`src/rtl/ifu_fetch_if.sv`:
```
// Fetch-unit bus bundle: instruction-memory req/gnt/rvalid port, EX redirect and decoder handoff.
interface ifu_fetch_if;
    logic        imem_req_o;
    logic [31:0] imem_addr_o;
    logic        imem_gnt_i;
    logic        imem_rvalid_i;
    logic [31:0] imem_rdata_i;
    logic        redirect_i;
    logic [31:0] redirect_pc_i;
    logic        id_ready_i;
    logic        inst_valid_o;
    logic [31:0] inst_o;
    logic [31:0] addr_o;

    modport master (
        output imem_req_o, imem_addr_o, inst_valid_o, inst_o, addr_o,
        input  imem_gnt_i, imem_rvalid_i, imem_rdata_i, redirect_i, redirect_pc_i, id_ready_i
    );

    modport slave (
        input  imem_req_o, imem_addr_o, inst_valid_o, inst_o, addr_o,
        output imem_gnt_i, imem_rvalid_i, imem_rdata_i, redirect_i, redirect_pc_i, id_ready_i
    );
endinterface

```
`src/rtl/ifu_fetch.sv`:
```
// RV32I instruction fetch: PC owner, req/gnt/rvalid issue, in-order fetch queue, redirect flush.
module ifu_fetch #(
    parameter logic [31:0] RESET_PC   = 32'h0000_0000,
    parameter int unsigned FIFO_DEPTH = 2
) (
    input  logic             clk,
    input  logic             rst,
    ifu_fetch_if.master      bus
);

    localparam int unsigned PTR_W = $clog2(FIFO_DEPTH);
    localparam int unsigned CNT_W = PTR_W + 1;
    localparam int unsigned OCC_W = CNT_W + 1;
    localparam logic [31:0] NOP   = 32'h0000_0013;

    typedef struct packed {
        logic [31:0] word;
        logic [31:0] pc;
    } entry_t;

    entry_t            q_mem [FIFO_DEPTH];
    logic [31:0]       a_mem [FIFO_DEPTH];
    logic [PTR_W-1:0]  q_rd;
    logic [PTR_W-1:0]  q_wr;
    logic [PTR_W-1:0]  a_rd;
    logic [PTR_W-1:0]  a_wr;
    logic [CNT_W-1:0]  q_cnt;
    logic [CNT_W-1:0]  outstanding;
    logic [CNT_W-1:0]  discard;
    logic [31:0]       pc;

    logic              q_nonempty;
    logic              pop_req;
    logic              pop;
    logic              push;
    logic              fire;
    logic              rsp;
    logic              req;
    logic [OCC_W-1:0]  occ;
    entry_t            head;

    // Issue/retire decisions; occupancy counts in-flight plus queued words net of this cycle's pop.
    always_comb begin
        head       = q_mem[q_rd];
        q_nonempty = (q_cnt != '0);
        pop_req    = q_nonempty && bus.id_ready_i;
        occ        = OCC_W'(outstanding) + OCC_W'(q_cnt) - OCC_W'(pop_req);
        req        = !rst && !bus.redirect_i && (occ < OCC_W'(FIFO_DEPTH));
        fire       = req && bus.imem_gnt_i;
        rsp        = bus.imem_rvalid_i;
        push       = rsp && (discard == '0) && !bus.redirect_i;
        pop        = pop_req && !bus.redirect_i;
    end

    assign bus.imem_req_o   = req;
    assign bus.imem_addr_o  = pc;
    assign bus.inst_valid_o = q_nonempty;
    assign bus.inst_o       = q_nonempty ? head.word : NOP;
    assign bus.addr_o       = q_nonempty ? head.pc   : 32'h0000_0000;

    // PC, in-flight bookkeeping and queue pointers.
    always_ff @(posedge clk or posedge rst) begin
        if (rst) begin
            pc          <= RESET_PC;
            q_rd        <= '0;
            q_wr        <= '0;
            a_rd        <= '0;
            a_wr        <= '0;
            q_cnt       <= '0;
            outstanding <= '0;
            discard     <= '0;
        end else begin
            if (bus.redirect_i) begin
                pc <= bus.redirect_pc_i & 32'hFFFF_FFFC;
            end else if (fire) begin
                pc <= pc + 32'd4;
            end

            outstanding <= outstanding + CNT_W'(fire) - CNT_W'(rsp);

            // Everything still in flight after this cycle's retirement becomes stale.
            if (bus.redirect_i) begin
                discard <= outstanding - CNT_W'(rsp);
            end else if (rsp && (discard != '0)) begin
                discard <= discard - CNT_W'(1);
            end

            if (fire) begin
                a_wr <= a_wr + PTR_W'(1);
            end
            if (rsp) begin
                a_rd <= a_rd + PTR_W'(1);
            end

            if (bus.redirect_i) begin
                q_rd  <= '0;
                q_wr  <= '0;
                q_cnt <= '0;
            end else begin
                if (push) begin
                    q_wr <= q_wr + PTR_W'(1);
                end
                if (pop) begin
                    q_rd <= q_rd + PTR_W'(1);
                end
                q_cnt <= q_cnt + CNT_W'(push) - CNT_W'(pop);
            end
        end
    end

    // Storage: request PCs in issue order, fetched words paired with their PC.
    always_ff @(posedge clk) begin
        if (fire) begin
            a_mem[a_wr] <= pc;
        end
        if (push) begin
            q_mem[q_wr] <= '{word: bus.imem_rdata_i, pc: a_mem[a_rd]};
        end
    end

endmodule

```
`src/flat_wrapper.sv`:
```
// flat-port wrapper written by rule: the top's interface ports become plain ports
module ifu_fetch_flat 
#(
    parameter logic [31:0] RESET_PC   = 32'h0000_0000,
    parameter int unsigned FIFO_DEPTH = 2
)
  (clk, rst, bus_imem_req_o, bus_imem_addr_o, bus_inst_valid_o, bus_inst_o, bus_addr_o, bus_imem_gnt_i, bus_imem_rvalid_i, bus_imem_rdata_i, bus_redirect_i, bus_redirect_pc_i, bus_id_ready_i);
  ifu_fetch_if bus_i ();
  input  logic clk;
  input  logic rst;
  output wire logic [$bits(bus_i.imem_req_o)-1:0] bus_imem_req_o;
  output wire logic [$bits(bus_i.imem_addr_o)-1:0] bus_imem_addr_o;
  output wire logic [$bits(bus_i.inst_valid_o)-1:0] bus_inst_valid_o;
  output wire logic [$bits(bus_i.inst_o)-1:0] bus_inst_o;
  output wire logic [$bits(bus_i.addr_o)-1:0] bus_addr_o;
  input wire logic [$bits(bus_i.imem_gnt_i)-1:0] bus_imem_gnt_i;
  input wire logic [$bits(bus_i.imem_rvalid_i)-1:0] bus_imem_rvalid_i;
  input wire logic [$bits(bus_i.imem_rdata_i)-1:0] bus_imem_rdata_i;
  input wire logic [$bits(bus_i.redirect_i)-1:0] bus_redirect_i;
  input wire logic [$bits(bus_i.redirect_pc_i)-1:0] bus_redirect_pc_i;
  input wire logic [$bits(bus_i.id_ready_i)-1:0] bus_id_ready_i;
  assign bus_imem_req_o = bus_i.imem_req_o;
  assign bus_imem_addr_o = bus_i.imem_addr_o;
  assign bus_inst_valid_o = bus_i.inst_valid_o;
  assign bus_inst_o = bus_i.inst_o;
  assign bus_addr_o = bus_i.addr_o;
  assign bus_i.imem_gnt_i = bus_imem_gnt_i;
  assign bus_i.imem_rvalid_i = bus_imem_rvalid_i;
  assign bus_i.imem_rdata_i = bus_imem_rdata_i;
  assign bus_i.redirect_i = bus_redirect_i;
  assign bus_i.redirect_pc_i = bus_redirect_pc_i;
  assign bus_i.id_ready_i = bus_id_ready_i;
  ifu_fetch #(.RESET_PC(RESET_PC), .FIFO_DEPTH(FIFO_DEPTH)) u_core (.clk(clk), .rst(rst), .bus(bus_i));
endmodule
```
`config.mk`:
```
export PLATFORM = sky130hd
export DESIGN_NAME = ifu_fetch_flat
export DESIGN_NICKNAME = d
export VERILOG_FILES = /design/src/rtl/ifu_fetch_if.sv /design/src/rtl/ifu_fetch.sv /design/src/flat_wrapper.sv
export SDC_FILE = /design/constraint.sdc
export NUM_CORES = 1
export LEC_CHECK = 0
export ABC_AREA = 1
export BUFFER_PORTS_ARGS = -buffer_cell sky130_fd_sc_hd__buf_2
export CORE_MARGIN = 5
export CORE_UTILIZATION = 45
export CTS_CLUSTER_DIAMETER = 100
export DETAILED_ROUTE_END_ITERATION = 12
export PLACE_DENSITY_LB_ADDON = 0.05
export SYNTH_ARGS = -nofsm -noshare
export SYNTH_HDL_FRONTEND = slang
export SYNTH_SLANG_ARGS = --single-unit
export TNS_END_PERCENT = 30
```
`constraint.sdc`:
```
create_clock -name clk -period 8.95 [get_ports clk]
set_clock_uncertainty 0.2 [all_clocks]
set_input_delay 1.3425 -clock clk [delete_from_list [all_inputs] [get_ports clk]]
set_output_delay 1.3425 -clock clk [all_outputs]
set_load 0.02 [all_outputs]
```
==> reports/qor.csv <==
stage;metric;value;unit
run_status;status;finished clean;
worst_setup_path;Reg2Reg Depth;13;
worst_setup_path;CP max FO;60;
drt;detailed-route wire length per cell;16.0;um
worst_setup_path;WP data required;7410;ps
worst_hold_path;Hold Path Sink;u_core.a_rd;
logic_synthesis;FF+latch count, synth;224;
cells_and_area;Final nets;1110;
clocking;CTS Buf Count;24;
drt;drt total wl;21200;um
clocking;Worst-Skew Late Latency;500;ps
timing;fin. max-slew vios;0;
power;static leakage;0.00479;uW
worst_setup_path;crit path DAT;3400;ps
floorplanning;Core ar.;21100;um^2
floorplanning;Die W;156;um
run;MaxCap Viol Count;0;
worst_setup_path;most frequent CP cell;inv_1;
timing;Final min period;4940;ps
logic_synthesis;mapped cell area;9640;um^2
timing;Final period util;0.552;
worst_hold_path;hold_sp;u_core.a_rd;
logic_synthesis;number of synthesized flops with an enable pin;184;
drt;Final ANT Viol Nets;0;
logic_synthesis;synth warn;0;
cells_and_area;Layout Cell Area excl Fill;11500;um^2
worst_hold_path;Hold/Removal Path Class;flip-flop to flip-flop;
floorplanning;die area;24400;um^2
power;PwrDens;264;nW/um^2
worst_setup_path;Startpoint Class;flip-flop;
clocking;post-CTS setup buffers;0;
logic_synthesis;most numerous cell in the Yosys netlist;nand2_1;
logic_synthesis;most frequent cells after synthesis;298 x nand2_1, 184 x edfxtp_1, 72 x nand3_1;
worst_setup_path;Buffers & Inverters on Critical Path;6;
worst_setup_path;Worst path max stage delay;570;ps
logic_synthesis;top cells by area, synth;edfxtp_1 57%, nand2_1 12%, dfrtp_1 10%, nand3_1 3.7%, mux2_2 3.5%;
clocking;clock sink count;224;
drt;drt pass-1 iters;4;
worst_setup_path;flop-to-flop setup slack;4840;ps
cells_and_area;share of cells above drive strength 1;0.248;
global_routing;total gr overflow;0;
worst_hold_path;worst hold path depth;1;
placed_design;DP Wirelength;13500;um
clocking;cts hold-fix bufs;0;
placed_design;placed cell area;10700;um^2
placed_design;port buffer count;161;
logic_synthesis;fraction of registers with async set/reset;0.179;
worst_setup_path;CP top delay family;buffers and inverters;
placed_design;GPL Wtd Cong;0.856;
logic_synthesis;Post-Syn Instances;869;
logic_synthesis;number of library cell types mapped by synthesis;33;
global_routing;largest net degree at the start of global routing;64;
worst_setup_path;CP endpoint kind;output pin;
timing;total negative setup slack;0;ps
global_routing;GRT Util Overall;0.171;
floorplanning;IO Count;168;
clocking;CTS tree;done;
worst_setup_path;Setup CP Type;flip-flop to output pin;
power;maximum vdd drop;0.000153;V
clocking;clk root buf;clkbuf_16;
global_routing;first-pass GRT wire length;33400;um
placed_design;Post-Place Cells;1281;
timing;worst-margin pin slew;885;ps
logic_synthesis;leading area contributor after synthesis;edfxtp_1;
worst_setup_path;slowest stage cell, crit path;buf_4;
logic_synthesis;Main synth FF type;edfxtp_1;
logic_synthesis;synthesized area per cell;11.1;um^2
cells_and_area;Ant. Diodes;0;
drt;drt drc;0;
logic_synthesis;register area share after synthesis;0.677;
drt;vias per cell;4.84;
floorplanning;row cnt;53;
clocking;# resized after CTS;0;
worst_setup_path;R2R Path End;u_core.outstanding[1];
timing;Fin. Hold Viols;0;
logic_synthesis;Synth top area share;0.573;
clocking;Clock Path Buffers;3;
clocking;Reg clk slew, reported paths;60;ps
floorplanning;Initial Util;0.457;
cells_and_area;fin cells;1325;
worst_setup_path;worst r2r src;u_core.q_cnt[1];
drt;Initial DRC Count;337;
timing;RSZ-0062 raised after global routing;false;
global_routing;initial antenna violation count;0;
drt;via count;6413;
cells_and_area;P&R area growth vs syn;19.6;%
timing;final-report setup violation count;0;
floorplanning;die height;156;um
timing;max frequency;202;MHz
clocking;# H-tree levels;1;
global_routing;vias in the first global route;6134;
worst_setup_path;CP cell instances;nor2_4 > buf_4 > inv_1 > nand2_1 > inv_1 > nand2_1 > inv_1 > fa_1 > nand2_2 > nor2_4 > nand2_1 > inv_1 > buf_2;
timing;relative slew slack;0.410;
## metrics by stage
| stage | utilization | total power (uW) | setup WS, ps | hold slack [ps] |
|---|---|---|---|---|
| floorplan | - | 1830 | 2260 | 276 |
| global placement | 0.507 | 2050 | 4530 | 257 |
| detailed placement | 0.507 | 2060 | 4510 | 259 |
| CTS | 0.546 | 3080 | 3950 | 271 |
| global route | 0.546 | 3200 | 3730 | 296 |
| finish | 0.546 | 3040 | 4010 | 266 |
## metal layers
metal	up-vias	global-route usage	routed length (um)
li1	3254	-	-
met1	2977	0.243	9830
met2	159	0.281	9810
met3	23	0.0282	1220
met4	0	0.0331	293
met5	-	0	0
## where the power goes
part           switching (uW)  internal, uW  leakage (uW)  total (uW)
clock                     376           640      0.000414        1020
combinational             453           226       0.00223         679
sequential               81.5          1270       0.00215        1350
## logic make-up after synthesis
logic type	after synthesis	share of synthesized area
simple gates	427	0.182
flops	224	0.677
buf+inv	95	0.0438
compound gates	73	0.0406
mux	30	0.0351
xor+xnor	11	0.0100
fa+ha+maj	8	0.0112
other cells	1	0.000389
## registers in the layout (all words and copies together), names as in the netlist
name                    count
u_core.q_rd                 1
u_core.a_rd                 1
u_core.q_mem              124
u_core.a_wr                 1
u_core.bus.imem_addr_o     30
u_core.q_cnt                2
u_core.discard              2
u_core.outstanding          2
u_core.a_mem               60
u_core.q_wr                 1
## final cells by class
| cell class | instances | area [um^2] |
|---|---|---|
| clock inverters | 13 | 163 |
| fillers | 1863 | 9570 |
| multi-input cells | 553 | 2720 |
| repair buffers | 171 | 881 |
| well taps | 275 | 344 |
| inverters | 58 | 220 |
| clock buffers | 31 | 668 |
| flip-flops and latches | 224 | 6530 |
## cell usage in the layout, fill, tap and decap left out
master     netlist  layout
o221ai_1         1       1
clkbuf_8         0       2
nor2_1          42      39
o21bai_1         8       8
nand3_4          1       1
a31oi_1          1       1
buf_4            4      10
xor2_1           7       7
nor2_2           4       6
inv_2            3       4
clkinv_1         0       2
or2_2            1       1
a21oi_1         60      60
conb_1           1       4
inv_4            1       1
nand3b_1         1       1
clkinv_2         0       7
edfxtp_1       184     184
nand2_1        298     298
nor2_4           2       3
and2_1           2       2
nor3_2           0       1
nand3_1         72      72
xnor2_1          4       4
fa_1             1       1
o22ai_1          1       1
o21ai_0          2       2
mux2_2          30      30
dfrtp_1         40      39
clkbuf_16        0      25
inv_1           54      53
dfrtp_2          0       1
nand2_2          3       3
buf_2            8     161
clkbuf_1        19       4
ha_1             7       7
bufinv_16        0       4
## worst max-delay path by stage
stage	start	to	slack (ps)	cells after the start
floorplan	bus_redirect_i	u_core.q_mem[1][10]	2260	3
detailed placement	u_core.q_cnt[1]	bus_imem_req_o	4510	12
global placement	u_core.q_cnt[1]	bus_imem_req_o	4530	13
finish	u_core.q_cnt[1]	bus_imem_req_o	4010	13
CTS	u_core.q_cnt[1]	bus_imem_req_o	3950	13
global route	u_core.q_cnt[1]	bus_imem_req_o	3730	12
## worst reg2reg max path, stage by stage (launching register included)
cell and delay (ps):
dfrtp_1 440, nor2_4 100, buf_4 570, inv_1 400, nand2_1 230, inv_1 60, nand2_1 70, inv_1 50
fa_1 390, xor2_1 290, nand3_4 320, inv_2 530, ha_1 260, xor2_1 130
No activity file was read; power rests on OpenSTA's default activity.
